### config.mk
export PLATFORM = sky130hd
export DESIGN_NAME = traffic_phase_sequencer_flat
export DESIGN_NICKNAME = d
export VERILOG_FILES = /design/src/rtl/traffic_phase_sequencer_if.sv /design/src/rtl/traffic_phase_sequencer.sv /design/src/flat_wrapper.sv
export SDC_FILE = /design/constraint.sdc
export NUM_CORES = 1
export LEC_CHECK = 0
export CORE_MARGIN = 4
export CORE_UTILIZATION = 30
export DETAILED_ROUTE_END_ITERATION = 16
export DONT_BUFFER_PORTS = 1
export SETUP_SLACK_MARGIN = 0.5
export SKIP_CTS_REPAIR_TIMING = 1
export SLEW_MARGIN = 20
export SYNTH_ARGS = -nofsm -noshare
export SYNTH_HDL_FRONTEND = slang
export SYNTH_SLANG_ARGS = --single-unit
### constraint.sdc
create_clock -name CLK -period 8.2 [get_ports CLK]
set_input_delay 1.64 -clock CLK [delete_from_list [all_inputs] [get_ports CLK]]
set_output_delay 1.64 -clock CLK [all_outputs]
set_load 0.05 [all_outputs]
### src/rtl/traffic_phase_sequencer_if.sv
// Run-time timing-table write port of the traffic phase sequencer.
// The host side drives it as master and the sequencer samples it as slave.
interface traffic_phase_sequencer_if #(
    parameter int TW = 8,
    parameter int PW = 3
);
    logic          cfg_we;
    logic [1:0]    cfg_table;
    logic [PW-1:0] cfg_phase;
    logic [TW-1:0] cfg_time;

    modport master (output cfg_we, cfg_table, cfg_phase, cfg_time);
    modport slave  (input  cfg_we, cfg_table, cfg_phase, cfg_time);
endinterface

### src/rtl/traffic_phase_sequencer.sv
// Multi-phase traffic-signal sequencer: per-mode timing tables, sensor-driven
// phase jumps, latched pedestrian grants and green-change pulses.
module traffic_phase_sequencer #(
    parameter int TICK_DIV    = 48_000_000,
    parameter int N_PHASES    = 5,
    parameter int N_LIGHTS    = 3,
    parameter int TW          = 8,
    parameter int PW          = 3,
    parameter int DEFAULT_SEC = 1,
    parameter logic [N_PHASES*N_LIGHTS-1:0] PHASE_GREEN = 15'b011_001_100_010_001,
    parameter logic [N_LIGHTS*PW-1:0]       SENS_PHASE  = 9'b011_100_010
) (
    input  logic                      CLK,
    input  logic                      reset,
    input  logic [N_LIGHTS-1:0]       SENS,
    input  logic [N_LIGHTS-1:0]       PUSH,
    traffic_phase_sequencer_if.slave  cfg,
    output logic [PW-1:0]             PHASE,
    output logic [1:0]                TABLE,
    output logic [N_LIGHTS-1:0]       GREEN,
    output logic [N_LIGHTS-1:0]       CS,
    output logic [N_LIGHTS-1:0]       CG
);
    localparam int N_TABLES = N_LIGHTS + 1;
    localparam int CW       = (TICK_DIV > 1) ? $clog2(TICK_DIV) : 1;

    // A zero duration would never reach the boundary, so it runs as one second.
    function automatic logic [TW-1:0] sat_dur(input logic [TW-1:0] d);
        return (d == '0) ? TW'(1) : d;
    endfunction

    logic [N_LIGHTS-1:0] sens_p0, sens_p1, push_p0, push_p1;
    logic [CW-1:0]       cnt;
    logic                tick;
    logic [TW-1:0]       tim [N_TABLES][N_PHASES];
    logic [TW-1:0]       remain;
    logic [N_LIGHTS-1:0] req;
    logic [PW-1:0]       nxt_phase;
    logic [1:0]          nxt_table;
    logic [N_LIGHTS-1:0] nxt_green;
    logic [N_LIGHTS-1:0] grant;
    logic [PW-1:0]       tgt;

    // Stage p0/p1: two-flop synchronisers for the asynchronous board inputs
    always_ff @(posedge CLK or posedge reset) begin
        if (reset) begin
            sens_p0 <= '0;
            sens_p1 <= '0;
            push_p0 <= '0;
            push_p1 <= '0;
        end else begin
            sens_p0 <= SENS;
            sens_p1 <= sens_p0;
            push_p0 <= PUSH;
            push_p1 <= push_p0;
        end
    end

    assign tick = (cnt == CW'(TICK_DIV - 1));

    always_ff @(posedge CLK or posedge reset) begin
        if (reset) cnt <= '0;
        else       cnt <= tick ? '0 : cnt + CW'(1);
    end

    always_ff @(posedge CLK or posedge reset) begin
        if (reset) begin
            for (int t = 0; t < N_TABLES; t++)
                for (int p = 0; p < N_PHASES; p++)
                    tim[t][p] <= TW'(DEFAULT_SEC);
        end else if (cfg.cfg_we && int'(cfg.cfg_table) <= N_LIGHTS
                     && int'(cfg.cfg_phase) < N_PHASES) begin
            tim[cfg.cfg_table][cfg.cfg_phase] <= cfg.cfg_time;
        end
    end

    always_comb begin
        nxt_phase = (PHASE == PW'(N_PHASES - 1)) ? '0 : PHASE + PW'(1);
        nxt_table = 2'd0;
        tgt       = '0;
        if ($onehot(sens_p1)) begin
            for (int k = 0; k < N_LIGHTS; k++) begin
                if (sens_p1[k]) begin
                    tgt = SENS_PHASE[k*PW +: PW];
                    if (int'(tgt) < N_PHASES && tgt != PHASE) begin
                        nxt_phase = tgt;
                        nxt_table = 2'(k + 1);
                    end
                end
            end
        end
        nxt_green = PHASE_GREEN[int'(nxt_phase)*N_LIGHTS +: N_LIGHTS];
        grant     = req & nxt_green;
    end

    // Phase entry: every output and the countdown update on the edge that ends the boundary cycle
    always_ff @(posedge CLK or posedge reset) begin
        if (reset) begin
            PHASE  <= '0;
            TABLE  <= 2'd0;
            GREEN  <= PHASE_GREEN[N_LIGHTS-1:0];
            CS     <= '0;
            CG     <= '0;
            remain <= sat_dur(TW'(DEFAULT_SEC));
            req    <= '0;
        end else begin
            CS  <= '0;
            CG  <= '0;
            req <= req | push_p1;
            if (tick) begin
                if (remain == TW'(1)) begin
                    PHASE  <= nxt_phase;
                    TABLE  <= nxt_table;
                    GREEN  <= nxt_green;
                    CS     <= GREEN ^ nxt_green;
                    CG     <= grant;
                    req    <= (req | push_p1) & ~grant;
                    remain <= sat_dur(tim[nxt_table][nxt_phase]);
                end else begin
                    remain <= remain - TW'(1);
                end
            end
        end
    end
endmodule

### src/flat_wrapper.sv
// flat-port wrapper written by rule: the top's interface ports become plain ports
module traffic_phase_sequencer_flat 
#(
    parameter int TICK_DIV    = 48_000_000,
    parameter int N_PHASES    = 5,
    parameter int N_LIGHTS    = 3,
    parameter int TW          = 8,
    parameter int PW          = 3,
    parameter int DEFAULT_SEC = 1,
    parameter logic [N_PHASES*N_LIGHTS-1:0] PHASE_GREEN = 15'b011_001_100_010_001,
    parameter logic [N_LIGHTS*PW-1:0]       SENS_PHASE  = 9'b011_100_010
)
  (CLK, reset, SENS, PUSH, PHASE, TABLE, GREEN, CS, CG, cfg_cfg_we, cfg_cfg_table, cfg_cfg_phase, cfg_cfg_time);
  traffic_phase_sequencer_if #(.TW(TW), .PW(PW)) cfg_i ();
  input  logic CLK;
  input  logic reset;
  input  logic [N_LIGHTS-1:0] SENS;
  input  logic [N_LIGHTS-1:0] PUSH;
  output logic [PW-1:0] PHASE;
  output logic [1:0] TABLE;
  output logic [N_LIGHTS-1:0] GREEN;
  output logic [N_LIGHTS-1:0] CS;
  output logic [N_LIGHTS-1:0] CG;
  input wire logic [$bits(cfg_i.cfg_we)-1:0] cfg_cfg_we;
  input wire logic [$bits(cfg_i.cfg_table)-1:0] cfg_cfg_table;
  input wire logic [$bits(cfg_i.cfg_phase)-1:0] cfg_cfg_phase;
  input wire logic [$bits(cfg_i.cfg_time)-1:0] cfg_cfg_time;
  assign cfg_i.cfg_we = cfg_cfg_we;
  assign cfg_i.cfg_table = cfg_cfg_table;
  assign cfg_i.cfg_phase = cfg_cfg_phase;
  assign cfg_i.cfg_time = cfg_cfg_time;
  traffic_phase_sequencer #(.TICK_DIV(TICK_DIV), .N_PHASES(N_PHASES), .N_LIGHTS(N_LIGHTS), .TW(TW), .PW(PW), .DEFAULT_SEC(DEFAULT_SEC), .PHASE_GREEN(PHASE_GREEN), .SENS_PHASE(SENS_PHASE)) u_core (.CLK(CLK), .reset(reset), .SENS(SENS), .PUSH(PUSH), .cfg(cfg_i), .PHASE(PHASE), .TABLE(TABLE), .GREEN(GREEN), .CS(CS), .CG(CG));
endmodule
# --- Word level (Yosys, flattened, before mapping) ---
# Cells that the tools add are included.
word_totals:
  word_cells: 102
  inputBits: 22
  regBits: 223
  output_inout_bits: 14
classes:
  shift: 1
  n_eq_ne: 7
  n_mul: 1
  muxes: 35
  n_reduce_logical: 5
  add_sub_neg: 5
  n_bitwise: 9
  magnitude_cmp: 7
ops:
  columns: ["op", "count"]
  rows:
  - ["$bwmux 160", 1]
  - ["$mux 40", 3]
  - ["$bmux 40 s2", 1]
  - ["$demux 40 s2", 1]
  - ["$mux 3", 14]
  - ["$mux 8", 5]
  - ["$shiftx 15x32->3 const A", 1]
  - ["$add 26x1->26 const B", 1]
  - ["$eq 26x26->1 const B", 1]
  - ["$mux 26", 1]
  - ["$bmux 8 s3", 1]
  - ["$demux 8 s3", 1]
  - ["$mux 2", 6]
  - ["$eq 8x1->1 const B", 1]
  - ["$ge 4x4->1 const B", 2]
  - ["$logic_not 8->1", 1]
  - ["$not 3->4", 2]
  - ["$sub 8x1->8 const B", 1]
  - ["$and 3x3->3", 2]
  - ["$ge 3x3->1 const B", 2]
  - ["$ne 2x3->1 const A", 2]
  - ["$not 2->3", 2]
  - ["$mul 3x2->5 const B", 1]
  - ["$lt 4x1->1 const B", 1]
  - ["other kinds (14)", 16]

# --- Longest topological paths before layout ---
# Gate-level depths: netlist of run 1.
logic_depth:
  word_depth: 18
  depth_mapped: 13
  ltp_nobuf: 11

# --- Least setup slack after synthesis of run 1 ---
# OpenSTA, ideal clock, no wires.
synth_timing:
  kind: "input -> register"
  from: "input cfg_cfg_phase[2]"
  to: "register u_core.tim[129] (netlist bit)"
  required_time_ps: 8075
  stages: 3
  setup_ps: 125
  arrival_time_ps: 2829
  path_buffers: 0
  path_slack_ps: 5246
  cell_sequence: "nand3b_1 -> nor4b_2 -> mux2_2"
synth_between:
  elab_chain_len: 8
  elab_cells_between_ends: 11
  classes_between: "3 x order compare; 5 x mux; 1 x bitwise; 2 x reduce/logical"
synth_lines:
  columns: ["element", "line", "rtl"]
  rows:
  - ["start: declaration", "flat_wrapper.sv:26", "input wire logic [$bits(cfg_i.cfg_phase)-1:0] cfg_cfg_phase;"]
  - ["$not 3->4 (implied by the code)", "traffic_phase_sequencer.sv:73", "tim[cfg.cfg_table][cfg.cfg_phase] <= cfg.cfg_time;"]
  - ["$ge 4x4->1 (implied by the code) or $lt 4x1->1 (tied branches)", "traffic_phase_sequencer.sv:73", null]
  - ["$logic_and 1x1->1 (implied by the code)", "traffic_phase_sequencer.sv:73", null]
  - ["$mux 8 (implied by the code)", "traffic_phase_sequencer.sv:73", null]
  - ["$demux 8 s3", "traffic_phase_sequencer.sv:73", null]
  - ["$mux 40 (implied by the code)", "traffic_phase_sequencer.sv:73", null]
  - ["$demux 40 s2", "traffic_phase_sequencer.sv:73", null]
  - ["$bwmux 160", "traffic_phase_sequencer.sv:73", null]
  - ["end signal: indexed assignment", "traffic_phase_sequencer.sv:70", "tim[t][p] <= TW'(DEFAULT_SEC);"]
  - ["end signal: indexed assignment", "traffic_phase_sequencer.sv:73", null]
  - ["end: declaration", "traffic_phase_sequencer.sv:35", "logic [TW-1:0] tim [N_TABLES][N_PHASES];"]
# Several ways; a longest one is shown, not always the timed one.
# A chain may end at the register's enable or synchronous reset.

# --- Final worst setup path of run 1 ---
layout_timing:
  from: "register u_core.PHASE[0]"
  to: "register u_core.remain[0]"
layout_between:
  elab_chain_len: 18
  elab_cells_between_ends: 31
  classes_between: "1 x add/sub; 4 x eq/ne; 23 x mux; 2 x bitwise; 1 x reduce/logical"
layout_lines:
  columns: ["element", "line", "rtl"]
  rows:
  - ["start: declaration", "traffic_phase_sequencer.sv:18", "output logic [PW-1:0] PHASE,"]
  - ["start signal: assignment", "traffic_phase_sequencer.sv:112", "PHASE <= nxt_phase;"]
  - ["$ne 2x3->1", "traffic_phase_sequencer.sv:85", "if (int'(tgt) < N_PHASES && tgt != PHASE) begin"]
  - ["$mux 1", "traffic_phase_sequencer.sv:85", null]
  - ["$mux 2", "traffic_phase_sequencer.sv:83", "if (sens_p1[k]) begin"]
  - ["$mux 2", "traffic_phase_sequencer.sv:85", null]
  - ["$mux 2", "traffic_phase_sequencer.sv:83", null]
  - ["$mux 2", "traffic_phase_sequencer.sv:85", null]
  - ["$mux 2", "traffic_phase_sequencer.sv:83", null]
  - ["$mux 2", "traffic_phase_sequencer.sv:81", "if ($onehot(sens_p1)) begin"]
  - ["$not 2->3 (implied by the code)", "traffic_phase_sequencer.sv:118", "remain <= sat_dur(tim[nxt_table][nxt_phase]);"]
  - ["$bmux 40 s2", "traffic_phase_sequencer.sv:118", null]
  - ["$mux 40 (implied by the code) (2 in a row)", "traffic_phase_sequencer.sv:118", null]
  - ["$bmux 8 s3 *", "traffic_phase_sequencer.sv:118", null]
  - ["$mux 8 (implied by the code) * (2 in a row)", "traffic_phase_sequencer.sv:118", null]
  - ["$logic_not 8->1", "traffic_phase_sequencer.sv:29", "return (d == '0) ? TW'(1) : d;"]
  - ["$mux 8 *", "traffic_phase_sequencer.sv:29", null]
  - ["$mux 8 *", "traffic_phase_sequencer.sv:111", "if (remain == TW'(1)) begin"]
  - ["end signal: assignment", "traffic_phase_sequencer.sv:104", "remain <= sat_dur(TW'(DEFAULT_SEC));"]
  - ["end signal: assignment", "traffic_phase_sequencer.sv:118", null]
  - ["end signal: assignment", "traffic_phase_sequencer.sv:120", "remain <= remain - TW'(1);"]
  - ["end: declaration", "traffic_phase_sequencer.sv:36", "logic [TW-1:0] remain;"]
# Every way passes the cells marked *; elsewhere a longest branch is shown, timed or not. The select of a mux whose other input is x is not followed.

==> impl_results.md, run 1 <==
* Reg clk slew, reported paths at 0.06 ns
* Full die area at 26600 sq um
* Synthesized netlist cell count at 650
* Port Buf Inserts at 0
* Maximum VDD drop at 0.000152 V
* Routed vias at 4821
* Syn_area_per_cell at 11.1 sq um
* Clk root buf: clkbuf_16
* Routed length per instance at 17.2 um
* Core ar. at 23500 sq um
* Slew HR at 33.2%
* CTS tree: yes
* # diodes at 0
* Final setup TNS at 0 ns
* Final hold vios at 0
* Critical path class: reg2reg
* Max Cap Viol at 0
* Period minus WS final at 3.64 ns
* # nets final at 672
* Biggest regs: u_core.tim (88), u_core.cnt (26), u_core.remain (8)
* CP max FO at 18
* Clock sinks at 151
* Yosys top cell area share at 47.2%
* Post-synth EDFFs at 0
* DRT iter0 DRCs at 492
* Remaining antenna violation count after routing at 0
* Total CTS buffers at 17
* Achievable frequency at 0.275 GHz
* Syn Nets at 683
* Layout cells sized above 1 at 24.2%
* Largest Register: u_core.tim
* Gr usage total at 13.1%
* Worst path required time at 8.56 ns
* Max reg flops at 88
* Largest net degree at the start of global routing at 83
* Worst Max-Slew Pin Slew at 0.997 ns
* Starting Density at 30.7%
* Final GP Congestion at 0.839
* Clock latency on the worst-skew pair at 0.43 ns
* Die H at 163 um
* First-pass DRT Iterations at 5
* Total wire length at 16700 um
* Fraction of registers with async set/reset at 100%
* H-Tree Level Count at 4
* Synth area leader: dfrtp_1
* Worst clock skew at 0.0158 ns
* Post-synthesis sequential area ratio at 52.6%
* Area delta synth->final at 12.5%
* Lkg Pwr at 0.00350 uW
* Final Util at 34.5%
* Vias/cell at 4.96
* I/O pins at 36
* RSZ-0062 raised after global routing: no
* DR DRC count at 0
* Bufs on Longest Clock Path at 2
* Die Width at 163 um
* Reg2reg path depth at 10
* Row count at 56
* HP Class: reg2reg
* Most frequent cells in the layout: dfrtp_1 (136), nand2_1 (91), mux2_2 (89)
* Final setup violation count at 0
* Crit path arrival time at 4.00 ns
* Commonest non-fill, non-tap cell in the layout: dfrtp_1
* Startpoint types: flop
* Top FF cell, synth: dfrtp_1
* Vias in the first global route at 4780
* Pins over their slew limit at 0
* First-pass GRT wire length at 27000 um
* Power Density at 236 nW/um^2
* Ranking of synthesized cells by area: dfrtp_1 (47%), mux2_2 (14%), dfstp_2 (5.5%), nand2_1 (4.7%), nor2_1 (2.2%)
* Outcome: complete, no violations
* Synth warnings at 0
* Fin crit share at 44.4%
* Crit end category: flop
* Yosys reg bits at 151
* HPWL after detailed placement at 11500 um
* Antenna violations before repair at 0
* Total grt overflow at 0
* Cell variety after synth at 71
* Post-Syn Area at 7220 sq um
* Hold depth at 0
-- cell families (layout without fill, tap and decap cells) --
logic type / count (synthesis) / in the layout / synth area share [%]
adder cells (fa/ha/maj): 11 / 11 / 2.01
AO/OA/AOI/OAI: 92 / 92 / 8.51
flip-flops: 151 / 151 / 52.6
buffers and inverters: 49 / 51 / 3.02
multiplexers: 97 / 97 / 15.0
XOR/XNOR: 24 / 24 / 2.91
AND/OR/NAND/NOR: 226 / 226 / 15.9
-- power by group --
part	internal [uW]	switching (uW)	total, uW	leakage (uW)
clock network	494	306	799	0.000278
registers	843	52.7	895	0.00191
logic	109	113	221	0.00131
total	1440	471	1920	0.00350
-- worst max-delay path: stages, from the launching register on --
cell and delay (ns):
dfrtp_1 0.74, inv_1 0.17, ha_1 0.34, a21boi_0 0.15
a21oi_1 0.26, o21a_1 0.57, a221oi_1 0.20, a311oi_1 0.53
nand2_1 0.08, or4_1 0.40, o21ai_1 0.13
-- area by class of cell --
| type | instances | area (sq um) |
|---|---|---|
| clock inverters | 11 | 149 |
| multi-input cells | 450 | 3210 |
| well taps | 319 | 399 |
| clock buffers | 21 | 460 |
| fillers | 2343 | 15400 |
| flip-flops and latches | 151 | 3800 |
| repair buffers | 5 | 41.3 |
| inverters | 14 | 57.6 |
-- stage by stage --
| step | instance area [sq um] | total power, uW | hold slack [ns] | instances | setup slack [ns] |
|---|---|---|---|---|---|
| 5_1_grt | 8120 | 2000 | 0.357 | 971 | 4.33 |
| 6_report | 8120 | 1920 | 0.349 | 971 | 4.56 |
| 2_1_floorplan | 7220 | 1070 | 0.331 | 650 | 2.52 |
| 3_5_place_dp | 7500 | 1130 | 0.338 | 939 | 4.62 |
| 3_3_place_gp | 7500 | 1120 | 0.337 | 939 | 4.66 |
| 4_1_cts | 8110 | 1930 | 0.351 | 971 | 4.60 |
-- cell usage after synthesis, drive strengths merged (6+ instances only) --
library cell and n:
dfrtp 136, nand2 92, mux2 89, nor2 43
a21oi 31, clkbuf 25, nand3 21, o21ai 16
dfstp 15, inv 14, nor3 12, xnor2 12
xor2 12, and3 11, buf 10, ha 10
mux2i 8, a31oi 6
-- worst paths after layout --
check                                       startpoint                            to  slack, ns
min in group asynchronous                        reset        u_core.CG[2]$_DFF_PP0_       1.16
hold reg to reg            u_core.sens_p0[1]$_DFF_PP0_   u_core.sens_p1[1]$_DFF_PP0_       0.35
hold / removal             u_core.sens_p0[1]$_DFF_PP0_   u_core.sens_p1[1]$_DFF_PP0_       0.35
setup / recovery           u_core.PHASE[0]$_DFFE_PP0P_  u_core.remain[0]$_DFFE_PP1N_       4.56
setup reg to reg           u_core.PHASE[0]$_DFFE_PP0P_  u_core.remain[0]$_DFFE_PP1N_       4.56
max in group asynchronous                        reset    u_core.tim[77]$_DFFE_PP0P_       5.86
-- layer usage --
layer	track usage (%)	up-vias	share of wire, %
met3	4.29	14	5.3
met2	18.9	120	43
li1	-	2276	-
met5	0	-	0
met1	18.8	2411	50
met4	3.43	0	1.2
Note: power is estimated with default switching activity, not from simulation.
==> run 2: changes to the inputs <==
==> constraint.sdc (replaced) <==
create_clock -name CLK -period 3.2 [get_ports CLK]
set_input_delay 0.64 -clock CLK [delete_from_list [all_inputs] [get_ports CLK]]
set_output_delay 0.64 -clock CLK [all_outputs]
set_load 0.05 [all_outputs]
==> impl_results.md, run 2 (synthesis results as in run 1) <==
* DRT iter0 DRCs at 360
* HP Class: in2reg
* Bufs on Longest Clock Path at 2
* Clock latency on the worst-skew pair at 0.43 ns
* # nets final at 697
* Total length of routed met2 wires at 7950 um
* First-pass GRT wire length at 27900 um
* HPWL after detailed placement at 11900 um
* Starting Density at 30.7%
* CTS tree: yes
* Clk root buf: clkbuf_16
* DR WL met3 at 840 um
* Cells along the critical path: inv_1 > ha_1 > a21boi_0 > nand3_2 > or2_1 > o22a_1 > a311oi_2 > nand2_1 > or4_4 > o21ai_2
* Fin cells at 996
* Antenna violations before repair at 0
* Max reg flops at 88
* Max Cap Viol at 0
* Critical path class: reg2reg
* Maximum VDD drop at 0.000412 V
* Core ar. at 23500 sq um
* Crit end category: flop
* Clk pwr share at 40.0%
* Worst clock skew at 0.00956 ns
* Full die area at 26600 sq um
* Clock sinks at 151
* RSZ-0062 raised after global routing: yes
* Die H at 163 um
* Most frequent cells in the layout: dfrtp_1 (133), mux2_2 (89), nand2_1 (88)
* Power Density at 580 nW/um^2
* Die Width at 163 um
* I/O pins at 36
* Row count at 56
* Combinational Power Share at 13.1%
* Biggest regs: u_core.tim (88), u_core.cnt (26), u_core.remain (8)
* Achievable frequency at 0.331 GHz
* Total wire length at 17200 um
* Port Buf Inserts at 0
* Final setup TNS at 0 ns
* Area delta synth->final at 17.5%
* Final setup violation count at 0
* # diodes at 0
* Commonest non-fill, non-tap cell in the layout: dfrtp_1
* Pins over their slew limit at 0
* Met1 wire length at 8080 um
* Final GP Congestion at 0.887
* First-pass DRT Iterations at 5
* Layout fillers at 2336
* Worst path required time at 3.56 ns
* H-Tree Level Count at 4
* Top Layer Used: met4
* Outcome: complete, no violations
* Vias in the first global route at 4924
* Startpoint types: flop
* DR DRC count at 0
* Slew HR at 42.7%
* Area after DPL at 7690 sq um
* Crit path arrival time at 3.39 ns
* Final hold vios at 0
* Remaining antenna violation count after routing at 0
* Total CTS buffers at 17
* Fin area at 8480 sq um
* Reg clk slew, reported paths at 0.06 ns
* Internal at 3650 uW
* Post-Place Cells at 955
* Largest net degree at the start of global routing at 60
* Gr usage total at 13.4%
* Slowest CP cell: a21boi_0
* Worst Max-Slew Pin Slew at 0.858 ns
* Share of total power in sequential cells at 46.8%
* Largest Register: u_core.tim
* Switching Fraction at 25.8%
* Routed length per instance at 17.2 um
* Fin crit share at 94.4%
* Total grt overflow at 0
* Switching power at 1270 uW
* Layout cells sized above 1 at 32.1%
* Period minus WS final at 3.02 ns
* Vias/cell at 4.99
* CP max FO at 4
* Lkg Pwr at 0.00366 uW
* CP max stage delay at 0.56 ns
* Routed vias at 4966
-- run 2: stage by stage --
| step | utilization, % | hold WS, ns | total power [uW] | setup WS, ns |
|---|---|---|---|---|
| CTS | 35.1 | 0.221 | 4900 | 0.117 |
| floorplan | - | 0.331 | 2740 | 0.414 |
| global placement | 32.7 | 0.332 | 2910 | 0.182 |
| detailed placement | 32.7 | 0.341 | 2920 | 0.128 |
| finish | 36.0 | 0.239 | 4910 | 0.179 |
| global route | 36.0 | 0.218 | 5130 | 0.0370 |
-- run 2: layout make-up --
type                    count  area, sq um  area share, %
multi-input cells         450         3360           39.7
well taps                 319          399           4.71
inverters                  14         56.3          0.664
flip-flops and latches    151         3800           44.8
repair buffers             30          279           3.29
clock inverters            13          146           1.73
clock buffers              19          433           5.11
-- run 2: power groups by stage --
stage	registers [uW]	clock network, uW	logic [uW]
after floorplan	2270	0	475
after global placement	2330	0	580
after detailed placement	2330	0	590
after CTS	2300	2010	591
after global routing	2320	2090	710
final	2300	1970	645
-- run 2: critical path, delay by kind of cell (launching register included) --
family / cells / cell delay, ns
AOI/OAI and AO/OA: 4 / 1.19
and+or+nand+nor: 4 / 1.00
adders and majority gates: 1 / 0.30
DFF: 1 / 0.39
buffers and inverters: 1 / 0.09
-- run 2: routing by layer --
layer  vias to the layer above  track usage [%]
met5                         -                0
met4                         0             4.08
met3                        23             3.51
met2                        92             20.1
met1                      2531             18.9
li1                       2320                -
-- run 2: path summary, 6_finish.rpt --
path	from	end	slack, ns	cells past startpoint
worst max-delay path	u_core.PHASE[0]$_DFFE_PP0P_	u_core.remain[0]$_DFFE_PP1N_	0.18	10
worst min-delay path	PUSH[1]	u_core.push_p0[1]$_DFF_PP0_	0.24	0
worst max register to register	u_core.PHASE[0]$_DFFE_PP0P_	u_core.remain[0]$_DFFE_PP1N_	0.18	10
worst min register to register	u_core.push_p0[2]$_DFF_PP0_	u_core.push_p1[2]$_DFF_PP0_	0.35	0
max in group asynchronous	reset	u_core.tim[64]$_DFFE_PP1P_	2.14	2
min in group asynchronous	reset	u_core.CG[2]$_DFF_PP0_	0.25	1
==> run 3: changes to the inputs <==
==> constraint.sdc (replaced) <==
create_clock -name CLK -period 2.6 [get_ports CLK]
set_input_delay 0.52 -clock CLK [delete_from_list [all_inputs] [get_ports CLK]]
set_output_delay 0.52 -clock CLK [all_outputs]
set_load 0.05 [all_outputs]
==> impl_results.md, run 3 (synthesis results as in run 1) <==
* Outcome: finished with violations
* Failing checks: setup timing
* Area delta synth->final at 27.3%
* Fin area at 9190 sq um
* Gr usage total at 13.6%
* Cells along the critical path: inv_1 > fa_2 > buf_6 > nand3b_1 > buf_4 > a211oi_4 > buf_4 > nand2_2 > and4_4 > or4_1 > o21ai_1
* Row count at 56
* Achievable frequency at 0.335 GHz
* Max reg flops at 88
* Remaining antenna violation count after routing at 0
* Place WS at -0.447 ns
* Buffer and inverter count on the worst path at 4
* Commonest non-fill, non-tap cell in the layout: dfrtp_1
* Critical path class: reg2reg
* Core ar. at 23500 sq um
* First-pass GRT wire length at 28300 um
* I/O pins at 36
* First-pass DRT Iterations at 4
* Vias in the first global route at 5190
* CP max FO at 5
* H-Tree Level Count at 4
* Worst Max-Slew Pin Slew at 0.605 ns
* RSZ-0062 raised after global routing: yes
* Total wire length at 17700 um
* Starting Density at 30.7%
* Slew HR at 59.6%
* Levels on crit path at 11
* Clock latency on the worst-skew pair at 0.43 ns
* Worst clock skew at 0.0163 ns
* CP top delay family: simple AND/OR/NAND/NOR gates
* Die Width at 163 um
* Full die area at 26600 sq um
* # diodes at 0
* Vias/cell at 4.90
* Bufs on Longest Clock Path at 2
* Maximum VDD drop at 0.000572 V
* Antenna violations before repair at 0
* Final hold vios at 0
* HP Class: in2async
* Power Density at 686 nW/um^2
* DRT iter0 DRCs at 258
* Reg2reg path depth at 11
* Worst Slack Setup Final at -0.386 ns
* Most frequent cells in the layout: dfrtp_1 (133), mux2_2 (89), nand2_1 (83)
* Biggest regs: u_core.tim (88), u_core.cnt (26), u_core.remain (8)
* Lkg Pwr at 0.00399 uW
* Slowest CP cell: or4_1
* Worst path most repeated cell: buf_4
* Largest Register: u_core.tim
* Hold Slack at 0.0251 ns
* Die H at 163 um
* Clk root buf: clkbuf_16
* CP max stage delay at 0.52 ns
* Port Buf Inserts at 0
* Crit end category: flop
* Crit path arrival time at 3.34 ns
* Clock sinks at 151
* Routed vias at 5138
* Period minus WS final at 2.99 ns
* Routed length per instance at 16.9 um
* Fin crit share at 115%
* Final GP Congestion at 0.828
* Layout cells sized above 1 at 41.4%
* Area after DPL at 8110 sq um
* Max Cap Viol at 0
* CTS tree: yes
* HPWL after detailed placement at 12400 um
* # nets final at 750
* Final setup TNS at -4.49 ns
* Startpoint types: flop
* Final Util at 39.0%
* Pins over their slew limit at 0
* Total grt overflow at 0
* Final setup violation count at 20
* Largest net degree at the start of global routing at 68
* Total CTS buffers at 17
* Reg clk slew, reported paths at 0.06 ns
* DR DRC count at 0
* Worst path required time at 2.95 ns
run 3: cell count changes in the layout (fill, tap and decap cells not counted), moves of 3 or more:
cell and delta:
nor2_1 -8, nand2_1 -5, ha_4 +3, buf_4 +43
clkinv_4 -3, nand2_4 +3, a21oi_2 +7, a21oi_1 -6
nor2_2 +3, nor2_4 +5, buf_6 +7
run 3: per-layer routing:
layer	wire, um	part of all wire, %	vias up	global-route usage, %
li1	-	-	2437	-
met1	8130	46	2576	18.0
met2	8120	46	106	20.9
met3	1210	6.8	19	4.49
met4	274	1.5	0	4.69
met5	0	0	-	0
run 3: layout make-up:
cell class / instances / area (sq um)
Sequential cell: 151 / 3800
Tap cell: 319 / 399
Timing Repair Buffer: 83 / 736
Inverter: 14 / 56.3
Clock inverter: 13 / 169
Fill cell: 2240 / 14400
Clock buffer: 19 / 443
Multi-Input combinational cell: 450 / 3580
run 3: final timing paths:
| path | end | slack, ns | from |
|---|---|---|---|
| min | u_core.tim[95]$_DFFE_PP0P_ | 0.03 | reset |
| max in group asynchronous | u_core.tim[48]$_DFFE_PP1P_ | 1.81 | reset |
| min in group CLK | u_core.sens_p0[1]$_DFF_PP0_ | 0.12 | SENS[1] |
| max reg2reg | u_core.remain[0]$_DFFE_PP1N_ | -0.39 | u_core.sens_p1[0]$_DFF_PP0_ |
| max | u_core.remain[0]$_DFFE_PP1N_ | -0.39 | u_core.sens_p1[0]$_DFF_PP0_ |
| min reg2reg | u_core.push_p1[0]$_DFF_PP0_ | 0.35 | u_core.push_p0[0]$_DFF_PP0_ |
run 3: per-stage QoR:
step | power [uW] | instances
4_1_cts | 6250 | 1039
3_5_place_dp | 3680 | 1007
5_1_grt | 6580 | 1049
6_report | 6300 | 1049
2_1_floorplan | 3380 | 650
3_3_place_gp | 3660 | 1007
run 3: where the power goes:
group | internal (uW) | switching (uW) | total (uW)
Sequential | 2660 | 150 | 2810
Combinational | 503 | 432 | 935
Clock | 1550 | 1010 | 2560
